File: config.mk
export PLATFORM = sky130hd
export DESIGN_NAME = dummy_seq_ctrl_flat
export DESIGN_NICKNAME = d
export VERILOG_FILES = /design/src/rtl/dummy_seq_pkg.sv /design/src/rtl/dummy_seq_ctrl_if.sv /design/src/rtl/dummy_seq_exp_pipe.sv /design/src/rtl/dummy_seq_ctrl.sv /design/src/flat_wrapper.sv
export SDC_FILE = /design/constraint.sdc
export NUM_CORES = 1
export LEC_CHECK = 0
export ABC_AREA = 1
export ABC_CLOCK_PERIOD_IN_PS = 1500
export CAP_MARGIN = 25
export CELL_PAD_IN_SITES_DETAIL_PLACEMENT = 2
export CELL_PAD_IN_SITES_GLOBAL_PLACEMENT = 2
export CORE_MARGIN = 4
export CORE_UTILIZATION = 27
export DETAILED_ROUTE_END_ITERATION = 10
export PLACE_DENSITY_LB_ADDON = 0.1
export SLEW_MARGIN = 20
export SYNTH_ARGS = -nofsm -noshare
export SYNTH_HDL_FRONTEND = slang
export SYNTH_SLANG_ARGS = --single-unit
File: constraint.sdc
create_clock -name clk -period 1.5 [get_ports clk]
set_clock_uncertainty 0.15 [all_clocks]
set_input_delay 0.3 -clock clk [delete_from_list [all_inputs] [get_ports clk]]
set_output_delay 0.3 -clock clk [all_outputs]
set_load 0.01 [all_outputs]
File: src/rtl/dummy_seq_pkg.sv
`default_nettype none
// ============================================================================
// Module      : dummy_seq_pkg
// Description : Shared types, default sizes and helpers for the dummy_seq_ctrl
//               sequencer.
// Revision    : 1.0 - initial release
// ============================================================================
package dummy_seq_pkg;

    typedef enum logic [2:0] {
        ST_IDLE  = 3'd0,
        ST_RST   = 3'd1,
        ST_DRIVE = 3'd2,
        ST_DRAIN = 3'd3,
        ST_DONE  = 3'd4
    } seq_state_t;

    localparam int DEF_PAT_W      = 8;
    localparam int DEF_LAT        = 1;
    localparam int DEF_RST_CYCLES = 2;

    // One phase counter is reused for reset hold, bit index and drain, so it
    // must hold the largest terminal value (max - 1) of the three.
    function automatic int cnt_width(input int pat_w, input int lat, input int rst_cycles);
        int m;
        m = pat_w;
        if (lat > m)        m = lat;
        if (rst_cycles > m) m = rst_cycles;
        return (m < 2) ? 1 : $clog2(m);
    endfunction

endpackage
`default_nettype wire

File: src/rtl/dummy_seq_ctrl_if.sv
`default_nettype none
// ============================================================================
// Module      : dummy_seq_ctrl_if
// Description : Request/result bundle between a test driver and the
//               sequencer. Optional macro: DUMMY_SEQ_FIRST_FAIL_EN.
// Revision    : 1.0 - initial release
// ============================================================================
interface dummy_seq_ctrl_if #(
    parameter int PAT_W = 8
);
    localparam int ERR_W = $clog2(PAT_W + 1);

    logic             start;
    logic [PAT_W-1:0] pattern;
    logic             busy;
    logic             done;
    logic             pass;
    logic [ERR_W-1:0] err_cnt;
`ifdef DUMMY_SEQ_FIRST_FAIL_EN
    logic                     first_fail_vld;
    logic [$clog2(PAT_W)-1:0] first_fail_idx;
`endif

    modport master (
        output start, pattern,
        input  busy, done, pass, err_cnt
`ifdef DUMMY_SEQ_FIRST_FAIL_EN
        , input first_fail_vld, first_fail_idx
`endif
    );

    modport slave (
        input  start, pattern,
        output busy, done, pass, err_cnt
`ifdef DUMMY_SEQ_FIRST_FAIL_EN
        , output first_fail_vld, first_fail_idx
`endif
    );

endinterface
`default_nettype wire

File: src/rtl/dummy_seq_exp_pipe.sv
`default_nettype none
// ============================================================================
// Module      : dummy_seq_exp_pipe
// Description : Delay line of {valid, expected bit} aligning launched bits
//               with the DUT output sample point.
// Revision    : 1.0 - initial release
// ============================================================================
module dummy_seq_exp_pipe #(
    parameter int DEPTH = 2
) (
    input  logic clk,
    input  logic rstn,
    input  logic in_vld,
    input  logic in_bit,
    output logic out_vld,
    output logic out_bit
);
    logic [DEPTH-1:0] vld_q, vld_d;
    logic [DEPTH-1:0] bit_q, bit_d;

    always_comb begin
        vld_d = {vld_q[DEPTH-2:0], in_vld};
        bit_d = {bit_q[DEPTH-2:0], in_bit};
    end

    always_ff @(posedge clk) begin
        if (!rstn) begin
            vld_q <= '0;
            bit_q <= '0;
        end else begin
            vld_q <= vld_d;
            bit_q <= bit_d;
        end
    end

    assign out_vld = vld_q[DEPTH-1];
    assign out_bit = bit_q[DEPTH-1];

endmodule
`default_nettype wire

File: src/rtl/dummy_seq_ctrl.sv
`default_nettype none
// ============================================================================
// Module      : dummy_seq_ctrl
// Description : Resets a single-flop DUT, shifts a pattern through it and
//               counts mismatches on its output. Optional macro:
//               DUMMY_SEQ_FIRST_FAIL_EN (first failing bit index capture).
// Revision    : 1.0 - initial release
// ============================================================================
module dummy_seq_ctrl
    import dummy_seq_pkg::*;
#(
    parameter int PAT_W      = DEF_PAT_W,
    parameter int LAT        = DEF_LAT,
    parameter int RST_CYCLES = DEF_RST_CYCLES
) (
    input  logic             clk,
    input  logic             rstn,
    dummy_seq_ctrl_if.slave  bus,
    output logic             dut_rstn,
    output logic             dut_d,
    input  logic             dut_q
);
    localparam int ERR_W = $clog2(PAT_W + 1);
    localparam int CNT_W = cnt_width(PAT_W, LAT, RST_CYCLES);

    localparam logic [CNT_W-1:0] C_RST_LAST = CNT_W'(RST_CYCLES - 1);
    localparam logic [CNT_W-1:0] C_PAT_LAST = CNT_W'(PAT_W - 1);
    localparam logic [CNT_W-1:0] C_LAT_LAST = CNT_W'(LAT - 1);
    localparam logic [ERR_W-1:0] C_ERR_MAX  = ERR_W'(PAT_W);

    seq_state_t       state_q, state_d;
    logic [CNT_W-1:0] cnt_q, cnt_d;
    logic [PAT_W-1:0] pat_q, pat_d;
    logic             busy_q, busy_d;
    logic             done_q, done_d;
    logic             pass_q, pass_d;
    logic [ERR_W-1:0] err_cnt_q, err_cnt_d;
    logic             dut_rstn_q, dut_rstn_d;
    logic             dut_d_q, dut_d_d;

    logic             accept;
    logic             push_vld;
    logic             push_bit;
    logic             exp_vld;
    logic             exp_bit;
    logic             mismatch;
    logic [ERR_W-1:0] err_next;
    logic [CNT_W-1:0] cnt_inc;
    logic [PAT_W-1:0] pat_shift;

    dummy_seq_exp_pipe #(
        .DEPTH (LAT + 1)
    ) u_exp_pipe (
        .clk     (clk),
        .rstn    (rstn),
        .in_vld  (push_vld),
        .in_bit  (push_bit),
        .out_vld (exp_vld),
        .out_bit (exp_bit)
    );

    assign accept    = (state_q == ST_IDLE) && bus.start;
    assign mismatch  = exp_vld && (exp_bit != dut_q);
    assign cnt_inc   = cnt_q + CNT_W'(1);
    assign pat_shift = pat_q >> cnt_inc;

    always_comb begin
        err_next = err_cnt_q;
        if (mismatch && (err_cnt_q != C_ERR_MAX)) begin
            err_next = err_cnt_q + ERR_W'(1);
        end
    end

    always_comb begin
        state_d    = state_q;
        cnt_d      = cnt_q;
        pat_d      = pat_q;
        busy_d     = busy_q;
        done_d     = 1'b0;
        pass_d     = pass_q;
        err_cnt_d  = err_next;
        dut_rstn_d = dut_rstn_q;
        dut_d_d    = dut_d_q;
        push_vld   = 1'b0;
        push_bit   = 1'b0;

        case (state_q)
            ST_IDLE: begin
                dut_rstn_d = 1'b0;
                dut_d_d    = 1'b0;
                if (accept) begin
                    pat_d     = bus.pattern;
                    err_cnt_d = '0;
                    pass_d    = 1'b0;
                    busy_d    = 1'b1;
                    cnt_d     = '0;
                    state_d   = ST_RST;
                end
            end
            ST_RST: begin
                if (cnt_q == C_RST_LAST) begin
                    state_d    = ST_DRIVE;
                    cnt_d      = '0;
                    dut_rstn_d = 1'b1;
                    dut_d_d    = pat_q[0];
                    push_vld   = 1'b1;
                    push_bit   = pat_q[0];
                end else begin
                    cnt_d = cnt_inc;
                end
            end
            // cnt_q is the index of the bit currently on dut_d.
            ST_DRIVE: begin
                if (cnt_q == C_PAT_LAST) begin
                    state_d = ST_DRAIN;
                    cnt_d   = '0;
                    dut_d_d = 1'b0;
                end else begin
                    cnt_d    = cnt_inc;
                    dut_d_d  = pat_shift[0];
                    push_vld = 1'b1;
                    push_bit = pat_shift[0];
                end
            end
            ST_DRAIN: begin
                if (cnt_q == C_LAT_LAST) begin
                    state_d = ST_DONE;
                    done_d  = 1'b1;
                    pass_d  = (err_next == '0);
                end else begin
                    cnt_d = cnt_inc;
                end
            end
            ST_DONE: begin
                state_d    = ST_IDLE;
                busy_d     = 1'b0;
                dut_rstn_d = 1'b0;
            end
            default: begin
                state_d = ST_IDLE;
            end
        endcase
    end

    always_ff @(posedge clk) begin
        if (!rstn) begin
            state_q    <= ST_IDLE;
            cnt_q      <= '0;
            pat_q      <= '0;
            busy_q     <= 1'b0;
            done_q     <= 1'b0;
            pass_q     <= 1'b0;
            err_cnt_q  <= '0;
            dut_rstn_q <= 1'b0;
            dut_d_q    <= 1'b0;
        end else begin
            state_q    <= state_d;
            cnt_q      <= cnt_d;
            pat_q      <= pat_d;
            busy_q     <= busy_d;
            done_q     <= done_d;
            pass_q     <= pass_d;
            err_cnt_q  <= err_cnt_d;
            dut_rstn_q <= dut_rstn_d;
            dut_d_q    <= dut_d_d;
        end
    end

    assign bus.busy    = busy_q;
    assign bus.done    = done_q;
    assign bus.pass    = pass_q;
    assign bus.err_cnt = err_cnt_q;
    assign dut_rstn    = dut_rstn_q;
    assign dut_d       = dut_d_q;

`ifdef DUMMY_SEQ_FIRST_FAIL_EN
    localparam int FF_W = $clog2(PAT_W);

    logic            ff_vld_q, ff_vld_d;
    logic [FF_W-1:0] ff_idx_q, ff_idx_d;
    logic [FF_W-1:0] cmp_idx_q, cmp_idx_d;

    // cmp_idx_q tracks which bit index the pipe output currently represents.
    always_comb begin
        ff_vld_d  = ff_vld_q;
        ff_idx_d  = ff_idx_q;
        cmp_idx_d = cmp_idx_q;
        if (accept) begin
            ff_vld_d  = 1'b0;
            ff_idx_d  = '0;
            cmp_idx_d = '0;
        end else begin
            if (exp_vld) begin
                cmp_idx_d = cmp_idx_q + FF_W'(1);
            end
            if (mismatch && !ff_vld_q) begin
                ff_vld_d = 1'b1;
                ff_idx_d = cmp_idx_q;
            end
        end
    end

    always_ff @(posedge clk) begin
        if (!rstn) begin
            ff_vld_q  <= 1'b0;
            ff_idx_q  <= '0;
            cmp_idx_q <= '0;
        end else begin
            ff_vld_q  <= ff_vld_d;
            ff_idx_q  <= ff_idx_d;
            cmp_idx_q <= cmp_idx_d;
        end
    end

    assign bus.first_fail_vld = ff_vld_q;
    assign bus.first_fail_idx = ff_idx_q;
`endif

endmodule
`default_nettype wire

File: src/flat_wrapper.sv
// flat-port wrapper written by rule: the top's interface ports become plain ports
module dummy_seq_ctrl_flat import dummy_seq_pkg::*;
#(
    parameter int PAT_W      = DEF_PAT_W,
    parameter int LAT        = DEF_LAT,
    parameter int RST_CYCLES = DEF_RST_CYCLES
)
  (clk, rstn, dut_rstn, dut_d, dut_q, bus_start, bus_pattern, bus_busy, bus_done, bus_pass, bus_err_cnt);
  dummy_seq_ctrl_if #(.PAT_W(PAT_W)) bus_i ();
  input  logic clk;
  input  logic rstn;
  output logic dut_rstn;
  output logic dut_d;
  input  logic dut_q;
  input wire logic [$bits(bus_i.start)-1:0] bus_start;
  input wire logic [$bits(bus_i.pattern)-1:0] bus_pattern;
  output wire logic [$bits(bus_i.busy)-1:0] bus_busy;
  output wire logic [$bits(bus_i.done)-1:0] bus_done;
  output wire logic [$bits(bus_i.pass)-1:0] bus_pass;
  output wire logic [$bits(bus_i.err_cnt)-1:0] bus_err_cnt;
  assign bus_i.start = bus_start;
  assign bus_i.pattern = bus_pattern;
  assign bus_busy = bus_i.busy;
  assign bus_done = bus_i.done;
  assign bus_pass = bus_i.pass;
  assign bus_err_cnt = bus_i.err_cnt;
  dummy_seq_ctrl #(.PAT_W(PAT_W), .LAT(LAT), .RST_CYCLES(RST_CYCLES)) u_core (.clk(clk), .rstn(rstn), .bus(bus_i), .dut_rstn(dut_rstn), .dut_d(dut_d), .dut_q(dut_q));
endmodule
==> parameters.txt <==
Parameter                              Value

Outcome
  Outcome    complete, but fails checks
  Violated checks    negative setup slack

Setup path
  Critical path's most frequent cell    ha_4
  Category of the worst setup path launch point    flop
  Endpoint required time on the critical path    1.55 ns
  Combined buffer and inverter count along the critical path    0
  Worst Setup SP    u_core.cnt_q[0]
  Cell chain of the critical path    ha_4, ha_4, or2_4, nand2_4, nor2_4, a211oi_2
  Library cell contributing the largest single delay on the critical path    dfxtp_4
  Biggest cell delay along the critical path    about 0.39 ns
  Endpoint kind of the worst setup timing path    flop
  Crit Path Category    reg2reg
  Crit-path leading delay family    simple AND/OR/NAND/NOR gates
  Worst reg2reg path startpoint    u_core.cnt_q[0]
  Worst EP arrival    1.57 ns
  Maximum fanout encountered on the critical timing path    4

Clock network
  H-tree level count    1
  Clock tree from TritonCTS    done
  Clock network latency to the later pin of the worst-skew pair    0.28 ns
  Clock input transition at the sequential cells of the worst setup and hold paths    roughly 0.11 ns
  Sink count of the clock tree    27
  Number of CTS-inserted buffers    3
  Maximum number of buffers from clock root to sink    2
  Root cell of the clock tree    clkbuf_8

Min path
  Hold path start    u_core.u_exp_pipe.bit_q[0]
  Path class of the lowest-slack min-delay path    reg2reg

Global routing
  Overflow left after global routing    0
  Largest net degree at the start of global routing    17
  Via count of the first global-routing pass    1629
  Initial antenna violation count    0
  Global-route wire length before repair    around 7.5 mm
  GRT Overall Usage    approximately 15%

Timing
  Fmax    between 600 and 700 MHz
  Worst setup slack after layout    -0.0126 ns
  Finish-stage setup viols    3
  Headroom to the max-slew limit    between 80% and 90%
  Crit share post-route    101%
  Hold Fails Final Rpt    0
  Transition at the pin with the smallest max-transition slack    roughly 0.26 ns
  Unrepaired setup endpoints after global routing    yes
  Tmin final    1.51 ns
  Pins Over Slew Limit    0

Power
  Leakage dissipation    0.971 nW
  Total power per unit cell area    between 1000 and 1500 nW/µm²
  Power consumption    between 2 and 3 mW
  IR drop worst, VDD    roughly 520 µV

Synth
  Flip-flop and latch count after synthesis    27
  Cell types with the highest counts after synthesis    nand2_1 (41), dfxtp_1 (27), inv_1 (24)
  Per-instance average area after synthesis    around 7.4 µm²
  Leading cell types by total area after synthesis    dfxtp_1 (40%), nand2_1 (11%), a21oi_1 (8.4%)
  Number of enable flip-flop cells after synthesis    0
  Fraction of the yosys area taken by sequential cells    around 40%
  Ys flop type    dfxtp_1
  Library cell with the highest instance count after synthesis    nand2_1
  Post-synthesis async set-or-reset flop share    0%
  Post-synth design cell area    1360 µm²
  Instance count of the mapped netlist    185
  Number of distinct library cells after synthesis    24
  Largest area contributor in the synthesized netlist    dfxtp_1
  Fraction of synthesized cell area taken by the top area cell type    between 30% and 40%
  Post-Syn Nets    around 200
  Yosys warnings    0

Route
  Mean routed wirelength per cell    between 15 and 20 µm
  Ratio of routed vias to standard cells    roughly 4.7
  Number of nets with antenna violations after detailed routing    0
  Number of design rule violations left after detail routing    0
  Iteration-0 DRC count of the detailed router    a little over 80
  Vias after detailed routing    ~1.4k
  First-pass iteration count of the detailed router    4
  Final wirelength    approximately 4.8 mm

Place
  Placement Setup Slack    -0.272 ns
  Detailed Place HPWL    3.41 mm
  # port buffers    20
  Placer congestion estimate    slightly below 0.8
  Cell area reported after detailed placement    roughly 1800 µm²

Finish
  Fraction of layout instances using a drive strength above 1    approximately 43%
  Combined area of the multi-input logic cells    around 870 µm²
  NumNets Final    between 200 and 300
  FILL cells    559
  Footprint of the flip-flops and latches    566 µm²
  Post-layout instance area    2190 µm²
  Area Growth Syn to Fin    60.4%
  Antenna cell count    0

Die
  Placeable Area    slightly below 5000 µm²
  Number of placement rows    25
  Die width    approximately 79 µm
  Starting density of the core    between 20 and 30%
  Die Y    approximately 80 µm
  Number of top-level design ports    21
  Die Footprint    6250 µm²

Job
  Number of max-cap violations    0
==> power by group <==
part           internal [mW]  switching [mW]  total (mW)
combinational          0.706           0.861        1.57
clock                  0.189           0.257       0.446
sequential             0.855           0.107       0.962
==> cells in the final DEF, fill, tap and decap left out, types with 6 or more instances in the layout <==
cell	synthesis	layout
dfxtp_4	0	6
buf_4	0	27
inv_1	24	18
nand3_1	12	9
nor2_1	8	6
nand2_2	4	13
clkdlybuf4s50_1	0	10
dfxtp_1	27	19
nand2_1	41	30
dlygate4sd2_1	0	8
a21oi_1	23	17
a21oi_2	1	7
inv_2	5	7
==> cell families after synthesis <==
group | count (synthesis) | synth area share [%]
compound gates | 39 | 15.7
simple gates | 79 | 29.0
fa+ha+maj | 6 | 5.50
flops | 27 | 39.6
buf+inv | 34 | 10.2
==> what timing repair did <==
item	in CTS	in global routing
hold buffers	0	0
endpoints found under the setup margin	18	17
gates resized for setup	44	37
setup buffers	2	8
pin swaps	7	23
==> cell type report <==
class / count / share of cell area [%]
flip-flops and latches: 27 / 25.9
inverters: 30 / 5.66
repair buffers: 54 / 22.5
clock buffers: 3 / 1.89
multi-input cells: 124 / 39.9
clock inverters: 1 / 0.343
well taps: 67 / 3.83
==> per-stage QoR <==
step / std cells / utilization [%] / hold slack, ns / setup TNS (ns)
2_1_floorplan: 185 / - / 0.240 / 0
3_3_place_gp: 292 / 38.0 / 0.255 / -2.06
3_5_place_dp: 292 / 38.0 / 0.263 / -2.90
4_1_cts: 298 / 41.5 / 0.287 / -0.0413
5_1_grt: 306 / 45.4 / 0.328 / -0.626
6_report: 306 / 45.4 / 0.282 / -0.0183
==> path summary, 6_finish.rpt <==
path | end | slack [ns] | depth (start not counted)
max | u_core.state_q[0] | -0.01 | 6
min | u_core.u_exp_pipe.bit_q[1] | 0.28 | 2
min reg2reg | u_core.u_exp_pipe.bit_q[1] | 0.28 | 2
max reg2reg | u_core.state_q[0] | -0.01 | 6
==> state kept, by name (all words and copies together) (netlist names) <==
name                     count
u_core.bus.pass              1
u_core.u_exp_pipe.vld_q      2
u_core.bus.busy              1
u_core.state_q               3
u_core.pat_q                 8
u_core.bus.err_cnt           4
u_core.dut_rstn              1
u_core.dut_d                 1
u_core.cnt_q                 3
u_core.u_exp_pipe.bit_q      2
u_core.bus.done              1
==> layer usage <==
metal	part of all wire (%)	global-route usage (%)	vias up	wire length, µm
met2	55	30.6	15	2650
met3	2.7	2.15	2	128
met4	0.52	3.78	0	25
li1	-	-	707	-
met1	42	16.3	706	1990
met5	0	0	-	0
==> worst register-to-register path, delay by kind of cell, from the launching register on <==
| family | cells | cell delay, ns |
|---|---|---|
| AND/OR/NAND/NOR | 3 | 0.43 |
| flip-flops | 1 | 0.39 |
| adder cells (fa/ha/maj) | 2 | 0.31 |
| AO/OA/AOI/OAI | 1 | 0.16 |
No activity file was read; power rests on OpenSTA's default activity.
